<file path="src/rtl/glitch_sequencer.sv">
// glitch_sequencer: arms on a single-cycle request, then for each attempt waits a
// programmable number of sync_in rising edges, drives a fixed-width glitch pulse,
// idles for a fixed gap, and grows the edge delay for the next attempt.
module glitch_sequencer #(
  parameter int unsigned DELAY_START = 4,
  parameter int unsigned DELAY_STEP  = 1,
  parameter int unsigned ATTEMPTS    = 8,
  parameter int unsigned PULSE_WIDTH = 2,
  parameter int unsigned GAP         = 16
) (
  input  logic       clk,
  input  logic       rst,
  input  logic       arm,
  input  logic       abort,
  input  logic       sync_in,
  output logic       glitch,
  output logic       busy,
  output logic [7:0] attempt,
  output logic       done
);

  localparam logic [15:0] DLY_START = 16'(DELAY_START);
  localparam logic [15:0] DLY_STEP  = 16'(DELAY_STEP);
  localparam logic [7:0]  LAST_ATT  = 8'(ATTEMPTS - 1);
  localparam logic [15:0] PW_LAST   = 16'(PULSE_WIDTH - 1);
  localparam logic [15:0] GAP_LAST  = 16'(GAP - 1);

  typedef enum logic [1:0] {
    ST_IDLE  = 2'd0,
    ST_WAIT  = 2'd1,
    ST_PULSE = 2'd2,
    ST_GAP   = 2'd3
  } state_t;

  state_t      state;
  logic        sync_d;
  logic        sync_vld;
  logic        sync_rise;
  logic        wait_hit;
  logic [15:0] edge_cnt;
  logic [15:0] delay_cur;
  logic [15:0] tmr;

  // Delay growth clamps at full scale instead of wrapping back to a short delay.
  function automatic logic [15:0] sat_add16(input logic [15:0] a, input logic [15:0] b);
    logic [16:0] s;
    s = {1'b0, a} + {1'b0, b};
    return s[16] ? 16'hFFFF : s[15:0];
  endfunction

  // Register sync_in once; sync_vld masks the first cycle after reset so a level
  // that is already high is not mistaken for a rising edge.
  always_ff @(posedge clk or posedge rst) begin
    if (rst) begin
      sync_d   <= 1'b0;
      sync_vld <= 1'b0;
    end else begin
      sync_d   <= sync_in;
      sync_vld <= 1'b1;
    end
  end

  assign sync_rise = sync_in & ~sync_d & sync_vld;

  // Leave WAIT when the target count is already met (covers a zero delay) or is
  // reached by the edge arriving this cycle.
  assign wait_hit = (edge_cnt == delay_cur) ||
                    (sync_rise && ((edge_cnt + 16'd1) == delay_cur));

  // Sequencer FSM with all outputs registered alongside the state.
  always_ff @(posedge clk or posedge rst) begin
    if (rst) begin
      state     <= ST_IDLE;
      glitch    <= 1'b0;
      busy      <= 1'b0;
      done      <= 1'b0;
      attempt   <= 8'd0;
      delay_cur <= DLY_START;
      edge_cnt  <= 16'd0;
      tmr       <= 16'd0;
    end else begin
      done <= 1'b0;
      if (state != ST_IDLE && abort) begin
        state  <= ST_IDLE;
        glitch <= 1'b0;
        busy   <= 1'b0;
      end else begin
        unique case (state)
          ST_IDLE: begin
            if (arm && !abort) begin
              state     <= ST_WAIT;
              busy      <= 1'b1;
              delay_cur <= DLY_START;
              attempt   <= 8'd0;
              edge_cnt  <= 16'd0;
            end
          end
          ST_WAIT: begin
            if (sync_rise) edge_cnt <= edge_cnt + 16'd1;
            if (wait_hit) begin
              state  <= ST_PULSE;
              glitch <= 1'b1;
              tmr    <= 16'd0;
            end
          end
          ST_PULSE: begin
            if (tmr == PW_LAST) begin
              state  <= ST_GAP;
              glitch <= 1'b0;
              tmr    <= 16'd0;
            end else begin
              tmr <= tmr + 16'd1;
            end
          end
          ST_GAP: begin
            if (tmr == GAP_LAST) begin
              if (attempt == LAST_ATT) begin
                state <= ST_IDLE;
                busy  <= 1'b0;
                done  <= 1'b1;
              end else begin
                state     <= ST_WAIT;
                attempt   <= attempt + 8'd1;
                delay_cur <= sat_add16(delay_cur, DLY_STEP);
                edge_cnt  <= 16'd0;
              end
            end else begin
              tmr <= tmr + 16'd1;
            end
          end
          default: state <= ST_IDLE;
        endcase
      end
    end
  end

endmodule
</file>
<file path="config.mk">
export PLATFORM = sky130hd
export DESIGN_NAME = glitch_sequencer
export DESIGN_NICKNAME = d
export VERILOG_FILES = /design/src/rtl/glitch_sequencer.sv
export SDC_FILE = /design/constraint.sdc
export NUM_CORES = 1
export LEC_CHECK = 0
export ABC_CLOCK_PERIOD_IN_PS = 3100
export BUFFER_PORTS_ARGS = -buffer_cell sky130_fd_sc_hd__buf_2
export CAP_MARGIN = 20
export CORE_MARGIN = 3
export CORE_UTILIZATION = 40
export CTS_BUF_LIST = sky130_fd_sc_hd__clkbuf_4
export DETAILED_ROUTE_END_ITERATION = 8
export GPL_TIMING_DRIVEN = 1
export PLACE_DENSITY_LB_ADDON = 0.3
export SLEW_MARGIN = 25
export SYNTH_ARGS = -nofsm -noshare
export SYNTH_HDL_FRONTEND = slang
export SYNTH_SLANG_ARGS = --single-unit
</file>
<file path="constraint.sdc">
create_clock -name clk -period 3.1 [get_ports clk]
set_input_delay 0.31 -clock clk [delete_from_list [all_inputs] [get_ports clk]]
set_output_delay 0.31 -clock clk [all_outputs]
set_load 0.005 [all_outputs]
</file>
==> summary.txt, run 1 <==
STA
  • Slew Viols, Final: 0
  • Tmin final: 2.85 ns
  • Final Setup Violations: 0
  • Max Freq: 351 MHz
  • Fin Clk Skew: 0.0164 ns
  • Hold slack: 0.261 ns
  • Final hold violation count: 0
  • Final worst slack: 0.250 ns
  • Setup TNS: 0 ns
  • Tcrit/Tclk final: 91.9%
  • Slew @ Worst Pin: 0.667 ns
  • Unrepaired setup endpoints after global routing: no
  • Relative slew margins: 55.1%

Logic synthesis
  • Avg Cell Area, Syn: 8.56 um2
  • Synth top cells by count: 62 x dfrtp_1, 48 x nand2_1, 34 x a21oi_1
  • Yosys reg bits: 63
  • Synth area leaders: dfrtp_1 37%, o31ai_1 4.8%, nand2_1 4.3%
  • Netlist cell types: 67
  • Ys flop type: dfrtp_1
  • Largest area contributor in the netlist: dfrtp_1
  • Synth top area share: 36.6%
  • Synth Instances: 495
  • Ys async rst share: 100%
  • Post-synth EDFFs: 0
  • Post-synthesis sequential area ratio: 37.2%
  • YS warnings: 0
  • Syn_nets: 510
  • Cell with the most instances after synthesis: dfrtp_1
  • Cell Area, Synth: 0.00424 mm2

Routing
  • Top Layer Used: met4
  • M1 WL: 5.00 mm
  • Metal2 WL: 4.62 mm
  • Initial DRC Count: 230
  • DRT Wirelength: 10.1 mm
  • Via/cell ratio: 5.85
  • Via count of the routed design: 3,750
  • Wire per inst: 15.8 um
  • Drt drc: 0
  • Post-route antenna net violation count: 0
  • Drt pass-1 iters: 5
  • Met3 Routed Length: 403 um

Clock tree
  • Total CTS buffers: 9
  • Clock Root Buffer: clkbuf_4
  • CTS H-Tree Depth: 3
  • Clock Path Buffers: 2
  • Clock Sinks: 63
  • CTS tree: yes
  • Clk_lat worst skew: 0.42 ns
  • Clock-pin slew on the worst setup and hold paths: 0.12 ns

Worst hold path
  • Hold WC Path Type: in -> reg

Place
  • Post-place setup slack: 0.144 ns
  • Dpl hpwl: 7.09 mm
  • RePlAce Congestion: 0.885
  • Buffers on Ports: 15

Floorplan
  • Initial Utilization: 42.2%
  • IO Pins: 16
  • Core area: 0.0100 mm2
  • Std-Cell Rows: 36
  • Die footprint: 0.0119 mm2
  • Chip Width: 109 um
  • Die H: 109 um

Power and ir drop
  • Leak pwr: 1.96 nW
  • Pwr dens: 603 mW/mm2
  • IR drop worst, VDD: 0.289 mV
  • PnR Total Power: 2.79 mW

Final layout
  • Final net count: 518
  • Layout cells sized above 1: 11.8%
  • Reg area: 0.00158 mm2
  • Multi-input gate area: 0.00246 mm2
  • Area Overhead vs Synth: 9.03%
  • # diodes: 0
  • Filler cell count: 973

Worst setup path
  • Worst EP arrival: 3.17 ns
  • CP endpoint kind: flip-flop
  • Critical path launch point type: flip-flop
  • WP data required: 3.42 ns
  • Worst-path fanout max: 20
  • CP Class: reg -> reg

Global route
  • Antenna violations before repair: 0
  • Pin count of the biggest net entering global routing: 49
  • First-pass GRT wire length: 17.7 mm
  • GRT Util Overall: 18.6%
  • Grt ovf: 0
  • Number of global-route vias before repair: 3,573

Run
  • Maxcap violations: 0

Status
  • Outcome: finished clean
[critical path: stages (launching register included)]
cell      delay (ns)
dfrtp_1         0.36
ha_1            0.28
and4_1          0.33
and2_2          0.24
a21oi_1         0.10
nor4b_1         0.36
a41oi_2         0.20
buf_4           0.25
or4_1           0.53
o311ai_1        0.10
[placed cells by master (no fill, tap or decap), types with 10 or more instances in the layout]
master | synthesis | routed
nand4_1 | 13 | 13
ha_1 | 10 | 10
a21oi_1 | 34 | 34
nand3_1 | 26 | 26
inv_1 | 17 | 16
buf_2 | 9 | 15
o21ai_0 | 29 | 29
nor3_1 | 11 | 11
nor2_1 | 26 | 25
xor2_1 | 12 | 12
o31ai_1 | 27 | 27
nand2_1 | 48 | 48
dfrtp_1 | 62 | 62
buf_4 | 1 | 13
[cells by family after synthesis]
family / after synthesis / share of synthesized area (%)
mux: 6 / 1.54
simple gates: 190 / 23.6
fa+ha+maj: 10 / 2.95
buf+inv: 50 / 4.99
other cells: 1 / 0.0885
flops: 63 / 37.2
compound gates: 154 / 24.9
xor+xnor: 21 / 4.69
[repair_timing]
item | CTS | global route
hold endpoints to repair | 47 | 0
buffers inserted | 0 | 0
hold buffers | 2 | 0
endpoints found under the setup margin | 0 | 13
gates resized for setup | 0 | 3
[routing by layer]
metal  GRT usage (%)  vias up
met5               0        -
met4            5.50        0
met3            3.37       11
met2            28.6       79
met1            26.7     1805
li1                -     1855
[layout make-up]
class                   instances  area share (%)
clock buffers                   9            1.46
clock inverters                 7            1.90
inverters                      17            1.44
multi-input cells             382            53.3
flip-flops and latches         63            34.1
well taps                     133            3.60
repair buffers                 30            4.17
[worst paths after layout]
kind / from / to / slack (ns) / cells past startpoint
worst max-delay path: edge_cnt[0]$_DFFE_PP0P_ / state[1]$_DFFE_PP0P_ / 0.25 / 9
worst min-delay path: abort / state[0]$_DFFE_PP0P_ / 0.26 / 3
worst max register to register: edge_cnt[0]$_DFFE_PP0P_ / state[1]$_DFFE_PP0P_ / 0.25 / 9
worst min register to register: tmr[15]$_DFFE_PP0P_ / tmr[15]$_DFFE_PP0P_ / 0.50 / 1
max in group asynchronous: rst / edge_cnt[5]$_DFFE_PP0P_ / 1.92 / 4
min in group asynchronous: rst / tmr[10]$_DFFE_PP0P_ / 0.51 / 3
[per-stage QoR]
stage                     util, %  instance area [um2]  instances
after global placement       44.2                 4440        623
after CTS                    46.0                 4620        641
after global routing         46.0                 4620        641
after detailed placement     44.2                 4440        623
after floorplan                 -                 4240        495
final                        46.0                 4620        641
[registers in the layout, summed over array words and instances (netlist names)]
name       count
done           1
attempt        8
sync_d         1
delay_cur     16
state          2
tmr           16
glitch         1
busy           1
edge_cnt      16
sync_vld       1
[where the power goes]
part	internal [mW]	switching, mW	total, mW
Combinational	0.407	0.713	1.12
Sequential	0.905	0.116	1.02
Clock	0.320	0.325	0.645
(Power assumes the default switching activity.)
==> run 2, diff against run 1 <==
--- a/config.mk
+++ b/config.mk
@@ -5,7 +5,8 @@
 export SDC_FILE = /design/constraint.sdc
 export NUM_CORES = 1
 export LEC_CHECK = 0
-export ABC_CLOCK_PERIOD_IN_PS = 3100
+export ABC_AREA = 1
+export ABC_CLOCK_PERIOD_IN_PS = 3400
 export BUFFER_PORTS_ARGS = -buffer_cell sky130_fd_sc_hd__buf_2
 export CAP_MARGIN = 20
 export CORE_MARGIN = 3
==> constraint.sdc (replaced) <==
create_clock -name clk -period 3.4 [get_ports clk]
set_input_delay 0.34 -clock clk [delete_from_list [all_inputs] [get_ports clk]]
set_output_delay 0.34 -clock clk [all_outputs]
set_load 0.005 [all_outputs]
==> summary.txt, run 2 <==
Worst setup path
  • WP data required: 3.75 ns
  • Worst-path fanout max: 15
  • Reg-to-Reg End: attempt[0]$_DFFE_PP0P_
  • Worst reg2reg path depth: 9
  • Critical path launch point type: flip-flop
  • Critical path's largest stage delay: 0.65 ns
  • Most used cell, CP: nor2_1
  • CP Class: reg -> reg
  • CP startpoint: tmr[0]$_DFFE_PP0P_
  • FF-to-FF Start: tmr[0]$_DFFE_PP0P_
  • Flop2flop setup slack: 0.60 ns
  • CP endpoint kind: flip-flop
  • End point of the critical path: attempt[0]$_DFFE_PP0P_
  • Worst EP arrival: 3.15 ns
  • Worst path cell trace: ha_1 > nand2_1 > nor2_1 > nand3_1 > a21oi_2 > nand3_2 > nor2_1 > inv_1 > o21ai_0
  • Critical-path top delay cell: nor2_1

Place
  • Dpl hpwl: 7.63 mm
  • Inst Count DP: 752
  • Post-Place Cell Area: 0.00456 mm2
  • Buffers on Ports: 15
  • RePlAce Congestion: 0.889

Global route
  • First-pass GRT wire length: 17.8 mm
  • Antenna violations before repair: 1
  • GRT Util Overall: 17.5%
  • Pin count of the biggest net entering global routing: 49
  • Grt ovf: 0
  • Number of global-route vias before repair: 3,754

STA
  • Tcrit/Tclk final: 82.3%
  • Final hold violation count: 0
  • Max Freq: 357 MHz
  • Relative slew margins: 51.7%
  • Hold slack: 0.0386 ns
  • Setup TNS: 0 ns
  • Final Setup Violations: 0
  • Fin Clk Skew: 0.0209 ns
  • Slew @ Worst Pin: 0.722 ns
  • Slew Viols, Final: 0
  • Unrepaired setup endpoints after global routing: no
  • Tmin final: 2.80 ns

Logic synthesis
  • Cell Area, Synth: 0.00437 mm2
  • Syn_nets: 626
  • Netlist cell types: 43
  • Avg Cell Area, Syn: 7.16 um2
  • Cell with the most instances after synthesis: nand2_1
  • Synth area leaders: dfrtp_1 35%, nand2_1 12%, inv_1 6.7%
  • Synth top area share: 35.5%
  • Ys flop type: dfrtp_1
  • Post-synth EDFFs: 0
  • Synth Instances: 611
  • Synth top cells by count: 137 x nand2_1, 78 x inv_1, 62 x dfrtp_1
  • Largest area contributor in the netlist: dfrtp_1
  • Ys async rst share: 100%
  • Post-synthesis sequential area ratio: 36.1%
  • Yosys reg bits: 63
  • YS warnings: 0

Clock tree
  • Clock Path Buffers: 2
  • Post-CTS resize count: 0
  • Clock-pin slew on the worst setup and hold paths: 0.11 ns
  • Total CTS buffers: 9
  • CTS H-Tree Depth: 3
  • Clock Sinks: 63
  • Clock Root Buffer: clkbuf_4
  • CTS tree: yes
  • Clk_lat worst skew: 0.44 ns

Final layout
  • Final Instance Area: 0.00470 mm2
  • Multi-input gate area: 0.00240 mm2
  • Layout cells sized above 1: 11.2%
  • Non-Filler Instances: 770
  • Filler cell count: 1,113
  • Biggest regs: delay_cur (16), edge_cnt (16), tmr (16)
  • Area Overhead vs Synth: 7.47%
  • Final net count: 643
  • Reg area: 0.00158 mm2
  • Most frequent cells in the layout: 137 x nand2_1, 77 x inv_1, 62 x dfrtp_1
  • Leading cell type in the layout, fill and taps excluded: nand2_1

Routing
  • Top Layer Used: met4
  • Met3 Routed Length: 561 um
  • Metal2 WL: 4.54 mm
  • Via count of the routed design: 3,982
  • DRT Wirelength: 10.4 mm
  • Drt pass-1 iters: 5
  • Drt drc: 0
  • M1 WL: 5.14 mm
  • Initial DRC Count: 224
  • Wire per inst: 13.5 um
  • Via/cell ratio: 5.17
  • Post-route antenna net violation count: 0

Floorplan
  • Core area: 0.0105 mm2
  • Std-Cell Rows: 37
  • IO Pins: 16
  • Die H: 111 um
  • Initial Utilization: 41.8%
  • Die footprint: 0.0122 mm2
  • Chip Width: 111 um

Worst hold path
  • Hold WC Path Type: in -> reg

Power and ir drop
  • PnR Total Power: 2.30 mW
  • IR drop worst, VDD: 0.240 mV
  • Leak pwr: 2.21 nW
  • Pwr dens: 490 mW/mm2

Run
  • Maxcap violations: 0

Status
  • Outcome: finished clean
## run 2: per-layer routing
metal | vias up | GRT usage, %
li1 | 2027 | -
met1 | 1838 | 25.0
met2 | 99 | 26.3
met3 | 18 | 3.01
met4 | 0 | 7.14
met5 | - | 0
## run 2: how the worst min path moves through the flow
stage / slack [ns] / startpoint / endpoint / cells after the start
after floorplan: 0.37 / sync_in / sync_d$_DFF_PP0_ / 0
after detailed placement: 0.46 / glitch$_DFFE_PP0P_ / glitch$_DFFE_PP0P_ / 2
after global placement: 0.46 / glitch$_DFFE_PP0P_ / glitch$_DFFE_PP0P_ / 2
after global routing: 0.02 / sync_in / sync_d$_DFF_PP0_ / 1
after CTS: 0.01 / sync_in / sync_d$_DFF_PP0_ / 1
final: 0.04 / sync_in / sync_d$_DFF_PP0_ / 1
## run 2: timing repair
action                                  4_1_cts  5_1_grt
buffers inserted                              0        0
hold endpoints to repair                     33        0
endpoints found under the setup margin        0        0
hold buffers                                  1        0
## run 2: logic make-up (layout without fill, tap and decap cells)
family | after synthesis | in the layout | synth area share (%)
other cells | 1 | 2 | 0.0858
simple gates | 307 | 307 | 32.0
buf+inv | 96 | 118 | 9.13
fa+ha+maj | 10 | 10 | 2.86
xor+xnor | 35 | 35 | 7.01
flops | 63 | 63 | 36.1
compound gates | 99 | 99 | 12.8
## run 2: stage by stage
stage	setup WS, ns	util (%)
detailed placement	0.584	43.6
finish	0.602	44.9
floorplan	1.43	-
CTS	0.527	44.9
global placement	0.734	43.6
global route	0.289	44.9
## run 2: power breakdown
part / switching [mW] / internal (mW) / leakage [nW]
Clock: 0.289 / 0.223 / 0.0727
Combinational: 0.666 / 0.235 / 1.28
Sequential: 0.0763 / 0.815 / 0.862
## run 2: critical path: cells and delay by family, from the launching register on
| family | cells | cell delay [ns] |
|---|---|---|
| AOI/OAI and AO/OA | 2 | 0.44 |
| adders and majority gates | 1 | 0.21 |
| buffers and inverters | 1 | 0.20 |
| DFF | 1 | 0.43 |
| and+or+nand+nor | 5 | 1.43 |
## run 2: cell type report
cell class	count	area share [%]
antenna	1	0.0532
clock buffer	10	1.60
clock inverter	6	1.09
inverter	83	6.79
multi-input combinational	452	51.0
sequential	63	33.6
tap	136	3.62
timing repair buffer	19	2.29
==> run 3, diff against run 2 <==
--- a/config.mk
+++ b/config.mk
@@ -5,8 +5,8 @@
 export SDC_FILE = /design/constraint.sdc
 export NUM_CORES = 1
 export LEC_CHECK = 0
-export ABC_AREA = 1
-export ABC_CLOCK_PERIOD_IN_PS = 3400
+export ABC_AREA = 0
+export ABC_CLOCK_PERIOD_IN_PS = 2900
 export BUFFER_PORTS_ARGS = -buffer_cell sky130_fd_sc_hd__buf_2
 export CAP_MARGIN = 20
 export CORE_MARGIN = 3
==> constraint.sdc (replaced) <==
create_clock -name clk -period 2.9 [get_ports clk]
set_input_delay 0.29 -clock clk [delete_from_list [all_inputs] [get_ports clk]]
set_output_delay 0.29 -clock clk [all_outputs]
set_load 0.005 [all_outputs]
==> summary.txt, run 3 (synthesized netlist as in run 1, its figures left out) <==
Routing
  • M1 WL: 4.89 mm
  • Met3 Routed Length: 426 um
  • Drt pass-1 iters: 5
  • Post-route antenna net violation count: 0
  • DRT Wirelength: 10.2 mm
  • Drt drc: 0
  • Via/cell ratio: 5.98
  • Top Layer Used: met4
  • Via count of the routed design: 3,854
  • Metal2 WL: 4.60 mm
  • Initial DRC Count: 184
  • Wire per inst: 15.7 um

Clock tree
  • CTS H-Tree Depth: 3
  • Total CTS buffers: 9
  • CTS tree: yes
  • Clk_lat worst skew: 0.42 ns
  • Setup bufs post-CTS: 0
  • Clock Sinks: 63
  • Clock Root Buffer: clkbuf_4
  • Clock Path Buffers: 2
  • Clock-pin slew on the worst setup and hold paths: 0.13 ns

Power and ir drop
  • PnR Total Power: 2.86 mW
  • Pwr dens: 616 mW/mm2
  • Leak pwr: 1.97 nW
  • IR drop worst, VDD: 0.282 mV

Worst setup path
  • Critical path launch point type: flip-flop
  • End point of the critical path: tmr[0]$_DFFE_PP0P_
  • Worst EP arrival: 3.01 ns
  • Worst-path fanout max: 16
  • WP data required: 3.22 ns
  • Flop2flop setup slack: 0.21 ns
  • CP endpoint kind: flip-flop
  • CP startpoint: edge_cnt[3]$_DFFE_PP0P_
  • Reg-to-Reg End: tmr[0]$_DFFE_PP0P_
  • Worst reg2reg path depth: 9
  • CP Class: reg -> reg
  • FF-to-FF Start: edge_cnt[3]$_DFFE_PP0P_

Final layout
  • Final Instance Area: 0.00465 mm2
  • Layout cells sized above 1: 13.9%
  • Filler cell count: 979
  • Most frequent cells in the layout: 59 x dfrtp_1, 48 x nand2_1, 34 x a21oi_1
  • Leading cell type in the layout, fill and taps excluded: dfrtp_1
  • Final net count: 522
  • Area Overhead vs Synth: 9.71%
  • # diodes: 0
  • Multi-input gate area: 0.00247 mm2
  • Biggest regs: delay_cur (16), edge_cnt (16), tmr (16)
  • Reg area: 0.00158 mm2

Global route
  • Number of global-route vias before repair: 3,602
  • Pin count of the biggest net entering global routing: 64
  • GRT Util Overall: 18.1%
  • Antenna violations before repair: 0
  • Grt ovf: 0
  • First-pass GRT wire length: 17.3 mm

STA
  • Max Freq: 371 MHz
  • Relative slew margins: 57.5%
  • Tcrit/Tclk final: 92.8%
  • Final hold violation count: 0
  • Slew Viols, Final: 0
  • Hold slack: 0.234 ns
  • Slew @ Worst Pin: 0.631 ns
  • Fin Clk Skew: 0.0259 ns
  • Final Setup Violations: 0
  • Tmin final: 2.69 ns

Status
  • Outcome: finished clean

Worst hold path
  • WHS Path Cells: 3
  • Hold WC Path Type: in -> reg

Floorplan
  • Die H: 109 um
  • Core area: 0.0100 mm2
  • Initial Utilization: 42.2%
  • Chip Width: 109 um
  • IO Pins: 16
  • Die footprint: 0.0119 mm2
  • Std-Cell Rows: 36

Place
  • RePlAce Congestion: 0.968
  • Buffers on Ports: 15
  • Post-Place Cell Area: 0.00449 mm2
  • Dpl hpwl: 7.02 mm

Run
  • Maxcap violations: 0
==> run 3: changes by cell type in the layout (fill, tap and decap cells not counted), moves of 11 or more <==
cell	delta
nand2_1	-89
nand3_1	-20
o31ai_1	+24
nor2_1	-34
o21ai_0	-11
buf_4	+12
inv_1	-61
==> run 3: worst max-delay path, stage by stage (launching register included) <==
cell     delay [ns]
dfrtp_1        0.53
nand2_1        0.12
buf_4          0.17
or3_1          0.45
a22oi_1        0.23
a21oi_1        0.08
a41oi_2        0.30
or2_1          0.15
buf_4          0.23
mux2_1         0.35
==> run 3: layout make-up <==
cell class | instances | share of cell area (%)
Multi-Input combinational cell | 382 | 53.2
Sequential cell | 63 | 34.0
Timing Repair Buffer | 34 | 5.33
Tap cell | 133 | 3.58
Clock buffer | 11 | 1.78
Inverter | 17 | 1.37
Clock inverter | 5 | 0.753
==> run 3: per-stage QoR <==
stage | setup TNS [ns] | std cells | util (%) | setup slack (ns)
floorplan | 0 | 495 | - | 0.314
global placement | 0 | 627 | 44.7 | 0.232
finish | 0 | 645 | 46.3 | 0.208
detailed placement | 0 | 627 | 44.7 | 0.160
global route | -0.0211 | 645 | 46.3 | -0.0211
CTS | 0 | 645 | 46.1 | 0.118
==> run 3: power breakdown <==
part	internal, mW	total, mW	switching, mW
Clock	0.196	0.545	0.349
Sequential	0.968	1.09	0.123
Combinational	0.457	1.23	0.769
==> run 3: timing repair <==
item / CTS / global route
resized for setup: 0 / 6
hold buffers: 2 / 0
setup endpoints to repair: 0 / 8
endpoints found under the hold margin: 63 / 0
==> run 3: routing by layer <==
layer,GRT usage [%],vias up
li1,-,1860
met1,25.4,1868
met2,28.1,107
met3,2.66,19
met4,6.85,0
met5,0,-
==> run 3: how the worst min path moves through the flow <==
| stage | from | endpoint |
|---|---|---|
| 2_1_floorplan | sync_in | sync_d$_DFF_PP0_ |
| 3_3_place_gp | rst | tmr[6]$_DFFE_PP0P_ |
| 3_5_place_dp | rst | tmr[8]$_DFFE_PP0P_ |
| 4_1_cts | abort | state[0]$_DFFE_PP0P_ |
| 5_1_grt | abort | state[0]$_DFFE_PP0P_ |
| 6_report | abort | state[0]$_DFFE_PP0P_ |
